## src/rtl/rom_arb_pkg.sv

```systemverilog
// Shared types and defaults for the ROM burst arbiter.
package rom_arb_pkg;

  localparam int ADDR_W_DEF = 3;
  localparam int DATA_W_DEF = 8;

  typedef enum logic {
    IDLE  = 1'b0,
    BURST = 1'b1
  } state_t;

  typedef logic port_id_t;

  localparam port_id_t PORT0 = 1'b0;
  localparam port_id_t PORT1 = 1'b1;

endpackage

```

## src/rtl/rom_arb_rr.sv

```systemverilog
// Two-way request arbiter: round-robin on a last-grant pointer when
// ROM_ARB_RR_EN is defined, otherwise fixed priority with port 0 winning.
module rom_arb_rr
  import rom_arb_pkg::*;
(
`ifdef ROM_ARB_RR_EN
  input  logic     clk,
  input  logic     rst,
  input  logic     take,
`endif
  input  logic     req0,
  input  logic     req1,
  output logic     win_valid,
  output port_id_t win_id
);

  assign win_valid = req0 | req1;

`ifdef ROM_ARB_RR_EN
  port_id_t last_id;

  // Reset to port 1 so the first tie after reset goes to port 0.
  always_ff @(posedge clk) begin
    if (rst) begin
      last_id <= PORT1;
    end else if (take) begin
      last_id <= win_id;
    end
  end

  always_comb begin
    win_id = PORT0;
    if (req0 && req1) begin
      win_id = (last_id == PORT0) ? PORT1 : PORT0;
    end else if (req1) begin
      win_id = PORT1;
    end
  end
`else
  assign win_id = (!req0 && req1) ? PORT1 : PORT0;
`endif

endmodule

```

## src/rtl/rom_burst_arbiter.sv

```systemverilog
// Arbitrates two burst readers onto a combinational ROM and returns registered
// words tagged with the owning port. Round-robin when ROM_ARB_RR_EN is defined.
//
// state | meaning
// IDLE  | no burst; sample req0/req1 and grant a winner
// BURST | one ROM address issued per cycle until the remaining count hits zero
module rom_burst_arbiter
  import rom_arb_pkg::*;
#(
  parameter int ADDR_W = ADDR_W_DEF,
  parameter int DATA_W = DATA_W_DEF
) (
  input  logic              clk,
  input  logic              rst,
  input  logic              req0,
  input  logic              req1,
  input  logic [ADDR_W-1:0] addr0,
  input  logic [ADDR_W-1:0] addr1,
  input  logic [ADDR_W-1:0] len0,
  input  logic [ADDR_W-1:0] len1,
  output logic              gnt0,
  output logic              gnt1,
  output logic [ADDR_W-1:0] rom_addr,
  output logic              rom_rd_en,
  output logic              rom_cs,
  input  logic [DATA_W-1:0] rom_data,
  output logic [DATA_W-1:0] rd_data,
  output logic              rd_valid,
  output logic              rd_last,
  output port_id_t          rd_id,
  output logic              busy
);

  state_t            state;
  logic [ADDR_W-1:0] words_left;
  port_id_t          owner;
  logic              win_valid;
  port_id_t          win_id;

`ifdef ROM_ARB_RR_EN
  logic arb_take;
  assign arb_take = (state == IDLE) && win_valid;
`endif

  rom_arb_rr u_arb (
`ifdef ROM_ARB_RR_EN
    .clk       (clk),
    .rst       (rst),
    .take      (arb_take),
`endif
    .req0      (req0),
    .req1      (req1),
    .win_valid (win_valid),
    .win_id    (win_id)
  );

  assign busy = (state != IDLE);

  always_ff @(posedge clk) begin
    if (rst) begin
      state      <= IDLE;
      words_left <= '0;
      owner      <= PORT0;
      gnt0       <= 1'b0;
      gnt1       <= 1'b0;
      rom_addr   <= '0;
      rom_rd_en  <= 1'b0;
      rom_cs     <= 1'b0;
      rd_data    <= '0;
      rd_valid   <= 1'b0;
      rd_last    <= 1'b0;
      rd_id      <= PORT0;
    end else begin
      gnt0 <= 1'b0;
      gnt1 <= 1'b0;

      // Whatever was addressed this cycle becomes the next registered word.
      rd_valid <= rom_cs;
      rd_data  <= rom_cs ? rom_data : '0;
      rd_last  <= rom_cs && (words_left == '0);
      rd_id    <= rom_cs ? owner : PORT0;

      case (state)
        IDLE: begin
          if (win_valid) begin
            state      <= BURST;
            owner      <= win_id;
            gnt0       <= (win_id == PORT0);
            gnt1       <= (win_id == PORT1);
            rom_addr   <= (win_id == PORT1) ? addr1 : addr0;
            words_left <= (win_id == PORT1) ? len1 : len0;
            rom_cs     <= 1'b1;
            rom_rd_en  <= 1'b1;
          end
        end
        BURST: begin
          if (words_left == '0) begin
            state     <= IDLE;
            rom_addr  <= '0;
            rom_cs    <= 1'b0;
            rom_rd_en <= 1'b0;
          end else begin
            rom_addr   <= rom_addr + ADDR_W'(1);
            words_left <= words_left - ADDR_W'(1);
          end
        end
        default: state <= IDLE;
      endcase
    end
  end

endmodule

```

## config.mk

```make
export PLATFORM = sky130hd
export DESIGN_NAME = rom_burst_arbiter
export DESIGN_NICKNAME = d
export VERILOG_FILES = /design/src/rtl/rom_arb_pkg.sv /design/src/rtl/rom_arb_rr.sv /design/src/rtl/rom_burst_arbiter.sv
export SDC_FILE = /design/constraint.sdc
export NUM_CORES = 1
export LEC_CHECK = 0
export CAP_MARGIN = 20
export CORE_ASPECT_RATIO = 1.75
export CORE_MARGIN = 5
export CORE_UTILIZATION = 40
export CTS_CLUSTER_DIAMETER = 150
export CTS_CLUSTER_SIZE = 25
export DETAILED_ROUTE_END_ITERATION = 8
export GPL_TIMING_DRIVEN = 1
export PLACE_DENSITY = 0.78
export SKIP_CTS_REPAIR_TIMING = 1
export SYNTH_ARGS = -nofsm -noshare
export SYNTH_HDL_FRONTEND = slang
export SYNTH_SLANG_ARGS = --single-unit
```

## constraint.sdc

```tcl
create_clock -name clk -period 1.5 [get_ports clk]
set_input_delay 0.3 -clock clk [delete_from_list [all_inputs] [get_ports clk]]
set_output_delay 0.3 -clock clk [all_outputs]
set_load 0.05 [all_outputs]
```

# Yosys cells after proc, flatten, opt, wreduce, memory -nomap -nowiden
# Index checks and enable logic that the tools add are counted.
# op_classes
addsub	2
eq_ne	3
muxes	15
bitwise_logic	5
reduce_logical	9
# op_table
op	n
3-bit two-way mux	6
3-bit case mux with 2 select lines	2
2-bit AND reduction	3
1-bit two-way mux	5
2-bit by 1-bit inequality test with 1-bit output, second input constant	2
1-bit inverter	4
1-bit case mux with 2 select lines	2
3-bit by 1-bit adder with 3-bit output, second input constant	1
3-bit zero test	1
3-bit OR reduction	1
3-bit by 1-bit subtractor with 3-bit output, second input constant	1
1-bit logical AND	2
2-bit inequality test, second input constant	1
2-bit OR reduction	1
1-bit zero test	1
1-bit OR	1
# totals
register_bits	22
in_bits	24
output_inout_bits	19
elab_cells	45

# Longest topological paths before layout
# Gate-level depths: netlist of run 1.
# logic_depth
ltp_word	6
ltp_mapped	5
mapped_depth_nobuf	5

# Modules after synthesis
# From an unflattened synthesis of run 1, not the netlist that was laid out.
# unflattened
hier_cells	90
hier_area_um2	902.1
# modules_own_cells
mod	n_inst	cells_each	area_per_inst_um2	seq_area_each_um2
rom_burst_arbiter	1	88	889.6	440.4
rom_arb_rr	1	2	12.5	0.0

# Least setup slack after synthesis of run 1
# No wires, ideal clock.
# synth_path
kind	reg-to-reg
startpoint	register state, in the netlist busy
endpoint	register words_left[0]
setup_ns	0.067
t_arrival_ns	1.420
required_time_ns	1.433
setup_slack_ns	0.013
path_stages_with_launch	5
n_path_buf	1
synth_period_minus_slack_ns	1.487
path_cell_list	dfxtp_1 > buf_6 > or3_4 > a211o_1 > o21ai_2
# synth_via
elab_chain_len	3
word_cells_on_any_way	5
classes_between	2 x eq/ne; 1 x mux; 1 x bitwise; 1 x reduce/logical
# synth_rtl
element	line_no	rtl
start, declared	rom_burst_arbiter.sv:34	state_t state;
start signal, assigned	rom_burst_arbiter.sv:61	state <= IDLE;
start signal, assigned	rom_burst_arbiter.sv:86	state <= BURST;
start signal, assigned	rom_burst_arbiter.sv:98	state <= IDLE;
1-bit inverter	--	
2-bit by 1-bit inequality test with 1-bit output (no line)	--	
2-bit AND reduction (no line)	--	
end signal, assigned	rom_burst_arbiter.sv:91	words_left <= (win_id == PORT1) ? len1 : len0;
end signal, assigned	rom_burst_arbiter.sv:104	words_left <= words_left - ADDR_W'(1);
end, declared	rom_burst_arbiter.sv:35	logic [ADDR_W-1:0] words_left;
# Several ways; a longest one is shown, not always the timed one.
# A chain may end at the register's enable or synchronous reset.

# Worst setup path in the final report of run 1
# layout_path
startpoint	input req1
endpoint	register words_left[0]
# layout_via
elab_chain_len	5
word_cells_on_any_way	8
classes_between	1 x eq/ne; 4 x mux; 1 x bitwise; 2 x reduce/logical
# layout_rtl
element	line_no	rtl
start, declared	rom_burst_arbiter.sv:16	input logic req1,
1-bit logical AND	rom_arb_rr.sv:40	assign win_id = (!req0 && req1) ? PORT1 : PORT0;
1-bit two-way mux	rom_arb_rr.sv:40	
3-bit two-way mux	rom_burst_arbiter.sv:91	
3-bit two-way mux	rom_burst_arbiter.sv:85	if (win_valid) begin
3-bit case mux with 2 select lines	rom_burst_arbiter.sv:83	case (state)
# Several ways; a longest one is shown, not always the timed one. The select of a mux whose other input is x is not followed.

==> impl_metrics.json, run 1 <==
{
  "fin_skew_ns": 0.000766,
  "dr.pass1.iters": 4,
  "crit_fanout": 8,
  "final_area_sq_um": 1610,
  "netlist.area_leader.share_pct": 46.7,
  "netlist_instances": 97,
  "crit_start": "req1",
  "clockBufferDepth": 2,
  "fin_nets": 172,
  "p_per_area_nw_per_um2": 1000,
  "relSlewSlack_pct": 69.6,
  "synth.area.top_cells": "dfxtp_1, and2_1, ha_1, nand3b_1, and3b_1",
  "fin_setup_tns_ns": 0,
  "critPathArrivalTime_ns": 1.63,
  "ys_seq_elements": 22,
  "regArea_sq_um": 440,
  "layout_commonest_cell": "clkdlybuf4s50_1",
  "vias_per_cell": 5.07,
  "crit_type": "in -> reg",
  "end_kind": "flop",
  "setup_slack_ns": 0.0674,
  "overflow": 0,
  "antennaDiodeCount": 0,
  "h-tree-depth": 1,
  "drt_iter0_drc": 18,
  "regToRegStartpoint": "words_left[0]",
  "ys.flop_type": "dfxtp_1",
  "synth-edff-count": 0,
  "port_buffers": 42,
  "synth_top_area_cell": "dfxtp_1",
  "drc_errors": 0,
  "fill_cells": 174,
  "fin_crit_sh_pct": 95.5,
  "ant_nets": 0,
  "grt_usage_pct": 14.1,
  "synthesis.area_sq_um": 942,
  "irDropWorstVdd_mv": 0.632,
  "layout_common_cells": "clkdlybuf4s50_1, dfxtp_1, buf_12, buf_4, and2_1",
  "cts.sink_count": 22,
  "setup_violations": 0,
  "place_ws_ns": -0.204,
  "fmax_ghz": 0.698,
  "io_pins": 43,
  "rsz0062_at_grt": "no",
  "die_y_um": 74.2,
  "grt_pass1_vias": 861,
  "rr_worst_depth": 5,
  "fp.dieArea_sq_um": 3460,
  "via_count": 851,
  "layout_min_cycle_time_ns": 1.43,
  "regToRegSetupSlack_ns": 0.22,
  "yosys_warnings": 0,
  "multi_input_area_sq_um": 450,
  "synth.distinct_cells": 31,
  "start_util_pct": 41.4,
  "gp_congestion": 0.805,
  "rows": 23,
  "maxSlewViolCount": 0,
  "max_slew.worst_pin.slew_ns": 0.455,
  "async_flop_share_pct": 0,
  "syn_area_per_cell_sq_um": 9.71,
  "min_path_type": "reg -> reg",
  "worstReg2RegEnd": "words_left[0]",
  "cp-start-kind": "primary input",
  "grt_max_degree": 12,
  "cp.required_ns": 1.70,
  "wl_per_cell_um": 13.6,
  "areaGrowthSynthToFinish_pct": 70.7,
  "antenna_found_initial": 0,
  "drive_gt1_share_pct": 23.8,
  "clk_latency_ns": 0.26,
  "syn_nets": 124,
  "outcome": "completed",
  "yosysSeqAreaShare_pct": 46.7,
  "drt_wl_total_um": 2290,
  "grt_pass1_wl_um": 3620,
  "cts_buffers": 3,
  "worstSetupEndpoint": "words_left[0]",
  "final_util_pct": 70.7,
  "cap_violations": 0,
  "cts_tree": "done",
  "die_x_um": 46.7,
  "leakage_nw": 0.669,
  "finalHoldViolCount": 0,
  "placed_cell_area_sq_um": 1570,
  "clk_pin_slew_worst_paths_ns": 0.07,
  "clockRootBuffer": "clkbuf_8",
  "coreArea_sq_um": 2270,
  "dpl.hpwl_um": 1920
}
report_power, final:
part           switching, W  internal, W
logic              0.000280     0.000287
registers         0.0000519     0.000636
clock network      0.000176     0.000179
total              0.000507      0.00110
critical path: stages:
cell and delay [ns]:
clkdlybuf4s50_1 0.52, or3_4 0.42, a211o_1 0.32, o21ai_2 0.06
worst min-delay path by stage:
stage,start,endpoint,slack (ns),cells after the start
after floorplan,rst,words_left[2],0.41,1
after global placement,owner,rd_id,0.44,1
after detailed placement,owner,rd_id,0.44,1
after CTS,owner,rd_id,0.47,1
after global routing,owner,rd_id,0.49,1
final,owner,rd_id,0.47,1
final cells by class:
cell class | count | area share, %
Timing Repair Buffer | 50 | 39.4
Tap cell | 25 | 1.95
Multi-Input combinational cell | 65 | 28.0
Clock buffer | 3 | 2.57
Inverter | 3 | 0.700
Sequential cell | 22 | 27.4
sequential cells by signal, indices dropped and copies added, names as in the netlist:
name        count
rom_addr        3
gnt0            1
busy            1
rd_data         8
rd_valid        1
gnt1            1
rom_cs          1
words_left      3
rd_last         1
owner           1
rd_id           1
cell families after synthesis:
| kind of cell | after synthesis | share of synthesized area [%] |
|---|---|---|
| buffers and inverters | 10 | 5.44 |
| muxes | 1 | 1.20 |
| DFF | 22 | 46.7 |
| and+or+nand+nor | 41 | 27.1 |
| AOI/OAI and AO/OA | 19 | 14.6 |
| xor gates and xnor gates | 1 | 0.930 |
| adders and majority gates | 3 | 3.98 |
per-stage QoR:
step	instances	power (W)	hold slack, ns
floorplan	97	0.000996	0.405
global placement	165	0.00126	0.442
detailed placement	165	0.00127	0.440
CTS	168	0.00161	0.466
global route	168	0.00169	0.493
finish	168	0.00161	0.465
cells in the mapped netlist, types with 2 or more instances:
master / instances
dfxtp_1: 22
and2_1: 9
a21oi_1: 5
nand3b_1: 5
nand2_1: 4
nor2b_1: 4
a211oi_1: 3
and3b_1: 3
clkbuf_1: 3
ha_1: 3
inv_1: 3
nand2b_1: 3
nand3_1: 3
nor2_1: 3
nor3_1: 3
a211o_1: 2
a21o_1: 2
buf_2: 2
nor3b_1: 2
o21ai_2: 2
metal layers:
metal	global-route usage (%)	part of all wire [%]	vias up
met1	14.3	37	383
li1	-	-	429
met4	5.23	1.4	0
met3	2.66	7.4	4
met5	0	0	-
met2	26.7	54	35
Power figures use the tool's default switching activity.
==> inputs of run 2 (changes only) <==
--- a/config.mk
+++ b/config.mk
@@ -5,6 +5,7 @@
 export SDC_FILE = /design/constraint.sdc
 export NUM_CORES = 1
 export LEC_CHECK = 0
+export ABC_CLOCK_PERIOD_IN_PS = 1500
 export CAP_MARGIN = 20
 export CORE_ASPECT_RATIO = 1.75
 export CORE_MARGIN = 5
==> results of run 2 <==
Same layout as run 1: the final DEF is identical, and so are final timing and power.
